`src/rtl/part5_serial_cmp.sv`:
```
// Digit-serial magnitude comparator: walks DIGIT-wide slices from the MSB and stops at the first difference.
// Optional signed mode is compiled in with the CMP_SIGNED_EN macro (adds input sgn).
module part5_serial_cmp #(
    parameter int WIDTH = 8,
    parameter int DIGIT = 1
) (
    input  logic             clk,
    input  logic             rst_n,
    input  logic             start,
    input  logic [WIDTH-1:0] a,
    input  logic [WIDTH-1:0] b,
`ifdef CMP_SIGNED_EN
    input  logic             sgn,
`endif
    output logic             busy,
    output logic             done,
    output logic             E,
    output logic             L,
    output logic             G
);

    localparam int NSLICE = WIDTH / DIGIT;
    localparam int IDX_W  = (NSLICE > 1) ? $clog2(NSLICE) : 1;

    typedef enum logic [1:0] {
        S_IDLE,
        S_RUN,
        S_DONE
    } state_t;

    state_t             r_state;
    state_t             w_next;
    logic [WIDTH-1:0]   r_a;
    logic [WIDTH-1:0]   r_b;
    logic [IDX_W-1:0]   r_idx;
    logic               w_sgn;
    logic [WIDTH-1:0]   w_cap_a;
    logic [WIDTH-1:0]   w_cap_b;
    logic [DIGIT-1:0]   w_a_sl;
    logic [DIGIT-1:0]   w_b_sl;
    logic               w_ne;
    logic               w_last;

`ifdef CMP_SIGNED_EN
    assign w_sgn = sgn;
`else
    assign w_sgn = 1'b0;
`endif

    // Flipping the sign bit maps two's complement order onto unsigned order.
    assign w_cap_a = {a[WIDTH-1] ^ w_sgn, a[WIDTH-2:0]};
    assign w_cap_b = {b[WIDTH-1] ^ w_sgn, b[WIDTH-2:0]};

    // Operands shift left each RUN cycle, so the slice under test is always the top DIGIT bits.
    assign w_a_sl = r_a[WIDTH-1 -: DIGIT];
    assign w_b_sl = r_b[WIDTH-1 -: DIGIT];
    assign w_ne   = (w_a_sl != w_b_sl);
    assign w_last = (r_idx == '0);

    // NOTE: state registers use non-blocking (<=) so every flop samples pre-edge values.
    always_ff @(posedge clk or negedge rst_n) begin
        if (!rst_n) begin
            r_state <= S_IDLE;
        end else begin
            r_state <= w_next;
        end
    end

    // NOTE: every output of this block gets a default first, so no path can infer a latch.
    always_comb begin
        w_next = r_state;
        busy   = 1'b0;
        done   = 1'b0;
        case (r_state)
            S_IDLE: begin
                if (start) w_next = S_RUN;
            end
            S_RUN: begin
                busy = 1'b1;
                if (w_ne || w_last) w_next = S_DONE;
            end
            S_DONE: begin
                busy   = 1'b1;
                done   = 1'b1;
                w_next = S_IDLE;
            end
            default: w_next = S_IDLE;
        endcase
    end

    // NOTE: operand registers are reset too; they are a few flops, not a RAM, so the cost is trivial.
    always_ff @(posedge clk or negedge rst_n) begin
        if (!rst_n) begin
            r_a   <= '0;
            r_b   <= '0;
            r_idx <= '0;
            E     <= 1'b1;
            L     <= 1'b0;
            G     <= 1'b0;
        end else if (r_state == S_IDLE && start) begin
            r_a   <= w_cap_a;
            r_b   <= w_cap_b;
            r_idx <= IDX_W'(NSLICE - 1);
        end else if (r_state == S_RUN) begin
            if (w_ne) begin
                E <= 1'b0;
                L <= (w_a_sl < w_b_sl);
                G <= (w_a_sl > w_b_sl);
            end else if (w_last) begin
                E <= 1'b1;
                L <= 1'b0;
                G <= 1'b0;
            end
            r_a   <= r_a << DIGIT;
            r_b   <= r_b << DIGIT;
            r_idx <= r_idx - IDX_W'(1);
        end
    end

endmodule

```
`config.mk`:
```
export PLATFORM = sky130hd
export DESIGN_NAME = part5_serial_cmp
export DESIGN_NICKNAME = d
export VERILOG_FILES = /design/src/rtl/part5_serial_cmp.sv
export SDC_FILE = /design/constraint.sdc
export NUM_CORES = 1
export LEC_CHECK = 0
export ABC_AREA = 1
export BUFFER_PORTS_ARGS = -buffer_cell sky130_fd_sc_hd__buf_4
export CORE_MARGIN = 10
export CORE_UTILIZATION = 45
export DETAILED_ROUTE_END_ITERATION = 6
export MAX_ROUTING_LAYER = met4
export PLACE_DENSITY = 0.64
export REMOVE_ABC_BUFFERS = 1
export SETUP_SLACK_MARGIN = 0.1
export SLEW_MARGIN = 10
export SYNTH_ARGS = -nofsm -noshare
export SYNTH_HDL_FRONTEND = slang
export SYNTH_SLANG_ARGS = --single-unit
```
`constraint.sdc`:
```
create_clock -name clk -period 3.3 [get_ports clk]
set_clock_uncertainty 0.15 [all_clocks]
set_input_delay 0.33 -clock clk [delete_from_list [all_inputs] [get_ports clk]]
set_output_delay 0.33 -clock clk [all_outputs]
set_load 0.03 [all_outputs]
```
==> results.ini, run 1 <==
[finish]
fin_cells=196
n_antenna_cell=0
fin_util_pct=56.8
nets=194
syn2layout_area_growth_pct=16.9
drive_gt1_share_pct=20.5

[critical_path]
cp_max_fo=3
required_ps=2820
crit_path_end_kind=output port
arrival_ps=1270
cp-start-kind=flop
reg2regPathDepth=7
critPathKind=flop to output port

[clock_tree]
clock_latency_ps=300
clk_pin_slew_ps=130
htreeDepth=1
clockRootBuffer=clkbuf_4
clock_sinks=24
cts_buffers=3
cts_setup_buffers=0
cts.path.max_buffers=2
cts_tree=yes

[grt]
grt.busiest_layer=met2
antenna_found_initial=0
overflow=0
track_usage_pct=9.44
grt_util_met3_pct=2.59
grtUsageMet2_pct=16.1
gr-usage-met1_pct=10.6
grt_pass1_vias=982
grt_pass1_wl_um=4050
grt_max_degree=37

[detailed_routing]
first_pass_iters=4
ant_nets=0
drtIter0Drc=76
wirelength_um=2400
num_vias=1014
wl_per_cell_um=12.3
vias_per_cell=5.17
drc=0

[power_and_ir_drop]
irDropWorstVdd_uv=505
p_leak_nw=0.770
p_per_area_nw_per_um2=885

[flow_run]
maxCapViolations=0

[synthesis]
syn_area_sq_um=1240
ys_seq_elements=24
synth_fa_ha_area_share_pct=8.10
ys_types=15
synth_area_leader_cell=dfrtp_1
synthMuxAreaShare_pct=0
syn_area_per_cell_sq_um=8.58
yosysSeqAreaShare_pct=48.7
synth_ff_type=dfrtp_1
ys_async_sr_fraction_pct=100
netlist.area_leader.share_pct=46.6
synth-edff-count=0
synth_area_leaders=dfrtp_1 47%, nand3_1 19%, nand2_1 12%
synthMostInstantiatedCell=nand3_1
synth-compound-area-share_pct=1.52
yosys.area_share.simple_pct=33.2
synthTopCellsByCount=46 x nand3_1, 40 x nand2_1, 23 x dfrtp_1
synth_top_family_by_area=simple AND/OR/NAND/NOR gates
yosysWarnings=0
netlist_instances=144
synth-xor-area-share_pct=0

[sta]
drv_slew=0
max_freq_ghz=0.572
hold_viol_final=0
max_slew_margin_pct=75.2
fin_ws_ps=1550
setup_violations=0
grt_setup_unrepaired=no
fin_tns_setup_ps=0
period_share_pct=53.0
hold_ws_ps=63.1
fin_crit_ps=1750
worst-slew-pin-transition_ps=371

[floorplan]
die_y_um=72.4
core_sq_um=2540
die_w_um=72.4
initial_core_util_pct=48.6
dieArea_sq_um=5240
ios=24
rows=18

[place]
gp_congestion=0.738
dp_cells=191
dp_hpwl_um=1750
place_ws_ps=1620
io_buffers=23

[run_status]
status=finished clean

[hold_path]
whs_path_depth=3
hold_class=input port to flop

final timing paths:
kind                            startpoint  endpoint  slack [ps]
worst max register to register  r_state[1]  r_idx[1]        1610
worst min register to register           E         E         320
min in group asynchronous            rst_n         G         290
max in group asynchronous            rst_n         E        2430
worst max-delay path            r_state[0]      busy        1550
worst min-delay path                  b[0]    r_b[0]          60
flip-flops by register name (all words and copies together) (netlist names):
signal,cells
E,1
G,1
L,1
r_a,8
r_b,8
r_idx,3
r_state,2
where the power goes:
part / total (mW) / internal (mW) / switching [mW]
sequential: 0.497 / 0.429 / 0.0681
clock: 0.153 / 0.0673 / 0.0859
combinational: 0.629 / 0.227 / 0.402
critical path: stages, from the launching register on:
cell,delay [ps]
dfrtp_1,410
inv_1,90
ha_1,300
buf_4,170
through the flow:
stage	instance area, sq um	power [mW]
2_1_floorplan	1180	0.970
3_3_place_gp	1400	1.12
3_5_place_dp	1400	1.14
4_1_cts	1450	1.30
5_1_grt	1450	1.41
6_report	1450	1.28
cells by family (layout without fill, tap and decap cells):
group / after synthesis / after routing
fa+ha+maj: 8 / 8
buf+inv: 19 / 41
compound gates: 3 / 3
simple gates: 90 / 90
flops: 24 / 24
metal layers:
metal	wire, um	vias up
met5	0	-
met4	12	0
met3	114	2
met2	1190	20
met1	1090	471
li1	-	521
layout by cell type (no fill, tap or decap), drive strengths merged:
master,synthesis,layout
a21oi,1,1
dlygate4sd3,0,1
clkbuf,0,4
ha,8,8
nand4,3,3
nand3,46,46
dfrtp,23,23
nand2,41,41
dfstp,1,1
buf,7,24
inv,12,12
o21ai,2,2
repair_timing:
item / CTS / global route
resized for setup: 0 / 0
hold buffers: 1 / 0
hold endpoints to repair: 23 / 0
cell type report:
type                            instances  area [sq um]
Fill cell                             240          1100
Sequential cell                        24           602
Multi-Input combinational cell        101           529
Timing Repair Buffer                   25           190
Inverter                               12          50.0
Tap cell                               30          37.5
Clock buffer                            4          36.3
Power figures use the tool's default switching activity.
==> run 2, diff against run 1 <==
- PLACE_DENSITY: 0.64 -> 0.67
- clock period: 3.3 -> 1.5 ns (I/O delays scaled with it)
==> run 2 against run 1 <==
Sequential power rose by 140%. Clock power increased by 140%. Cell area up 42%. Critical endpoint is now done.
==> results.ini, run 2 (synthesized netlist as in run 1, its figures left out) <==
[run_status]
status=finished clean

[flow_run]
maxCapViolations=0

[finish]
top_regs=r_a: 8 flops, r_b: 8 flops, r_idx: 3 flops
final_common_cell=nand2_1
layout_common_cells=38 x nand2_1, 28 x buf_4, 24 x nand3_2
drive_gt1_share_pct=44.9
nets=226
fillerInstances=147
n_antenna_cell=0
seqCellArea_sq_um=602
fin_cells=228
syn2layout_area_growth_pct=66.5
fin_util_pct=80.9
multi_input_area_sq_um=792

[detailed_routing]
drc=0
num_vias=1219
first_pass_iters=4
ant_nets=0
wl_per_cell_um=15.8
vias_per_cell=5.35
wirelength_um=3610
drtIter0Drc=38

[clock_tree]
cts_buffers=3
clk_pin_slew_ps=140
htreeDepth=1
clock_latency_ps=330
cts.path.max_buffers=2
cts_tree=yes
clock_sinks=24
clockRootBuffer=clkbuf_4

[floorplan]
ios=24
core_sq_um=2540
die_w_um=72.4
rows=18
dieArea_sq_um=5240
die_y_um=72.4
initial_core_util_pct=48.6

[critical_path]
reg2regPathDepth=7
cpPeakStageDelay_ps=410
cp_cell_sequence=inv_2 -> buf_6 -> ha_4 -> buf_6
slowest_stage=dfrtp_1
worst_r2r_endpoint=r_state[0]
critPathKind=flop to output port
arrival_ps=1200
cp_common_cell=buf_6
crit_path_end_kind=output port
cp-start-kind=flop
ff2ff_setup_slack_ps=60
required_ps=1200
cp_max_fo=3
reg2reg_from=r_state[1]

[hold_path]
whs_path_depth=4
min_to=E
hold_class=input port to flop
hp-start=start

[sta]
drv_slew=0
period_share_pct=100
hold_ws_ps=34.1
hold_viol_final=0
grt_setup_unrepaired=yes
worst-slew-pin-transition_ps=313
max_slew_margin_pct=79.1
setup_violations=0
fin_crit_ps=1500
max_freq_ghz=0.667

[place]
dp_hpwl_um=1910
io_buffers=23
dp_cells=196
gp_congestion=0.793

[grt]
grt_pass1_vias=1126
antenna_found_initial=0
grt_pass1_wl_um=4840
overflow=0
track_usage_pct=11.4
grt_max_degree=25

[power_and_ir_drop]
irDropWorstVdd_uv=1530
p_per_area_nw_per_um2=1960
p_leak_nw=1.01
total_power_mw=4.03

-- run 2: cell types whose count changed in the layout (fill, tap and decap cells not counted), sizes merged --
cell,delta
clkbuf,+2
buf,+12
dlygate4sd3,+16
nand2,+2
-- run 2: stage by stage --
step                cell area (sq um)  worst slack (ps)  setup TNS (ps)
detailed placement               1440             -16.0           -92.1
global route                     2060             -46.7            -178
floorplan                        1180              -272           -3500
CTS                              1710              18.6               0
global placement                 1440              34.9               0
finish                           2060             0.659               0
-- run 2: cell type report --
type / count / area share (%)
clock buffer: 4 / 1.76
tap: 30 / 1.82
multi-input combinational: 103 / 38.5
inverter: 12 / 2.55
timing repair buffer: 55 / 26.1
sequential: 24 / 29.2
-- run 2: worst max path at each step --
stage / to / start / slack (ps) / depth (start not counted)
floorplan: r_idx[0] / r_state[1] / -270 / 7
global placement: r_b[1] / r_state[0] / 30 / 6
detailed placement: r_a[4] / r_state[0] / -20 / 6
CTS: done / r_state[0] / 20 / 4
global route: done / r_state[0] / -50 / 4
finish: done / r_state[0] / 0.7 / 4
-- run 2: per-layer routing --
layer / track usage [%] / up-vias / routed length (um)
li1: - / 588 / -
met1: 12.1 / 595 / 1480
met2: 19.9 / 30 / 1930
met3: 2.72 / 6 / 163
met4: 4.43 / 0 / 44
met5: - / - / 0
-- run 2: power breakdown --
| part | internal [mW] | switching [mW] |
|---|---|---|
| logic | 1.15 | 1.35 |
| clock network | 0.149 | 0.216 |
| registers | 0.945 | 0.222 |
-- run 2: what timing repair did --
item / CTS / global route
pin swaps: 2 / 10
gates resized for setup: 12 / 45
endpoints found under the hold margin: 40 / 0
gates cloned: 0 / 5
setup buffers: 2 / 4
endpoints found under the setup margin: 26 / 26
hold buffers: 17 / 0
-- run 2: critical path: cells and delay by family (launching register included) --
family,cells,cell delay [ps]
adder cells (fa/ha/maj),1,140
flip-flops,1,410
buffers and inverters,3,320
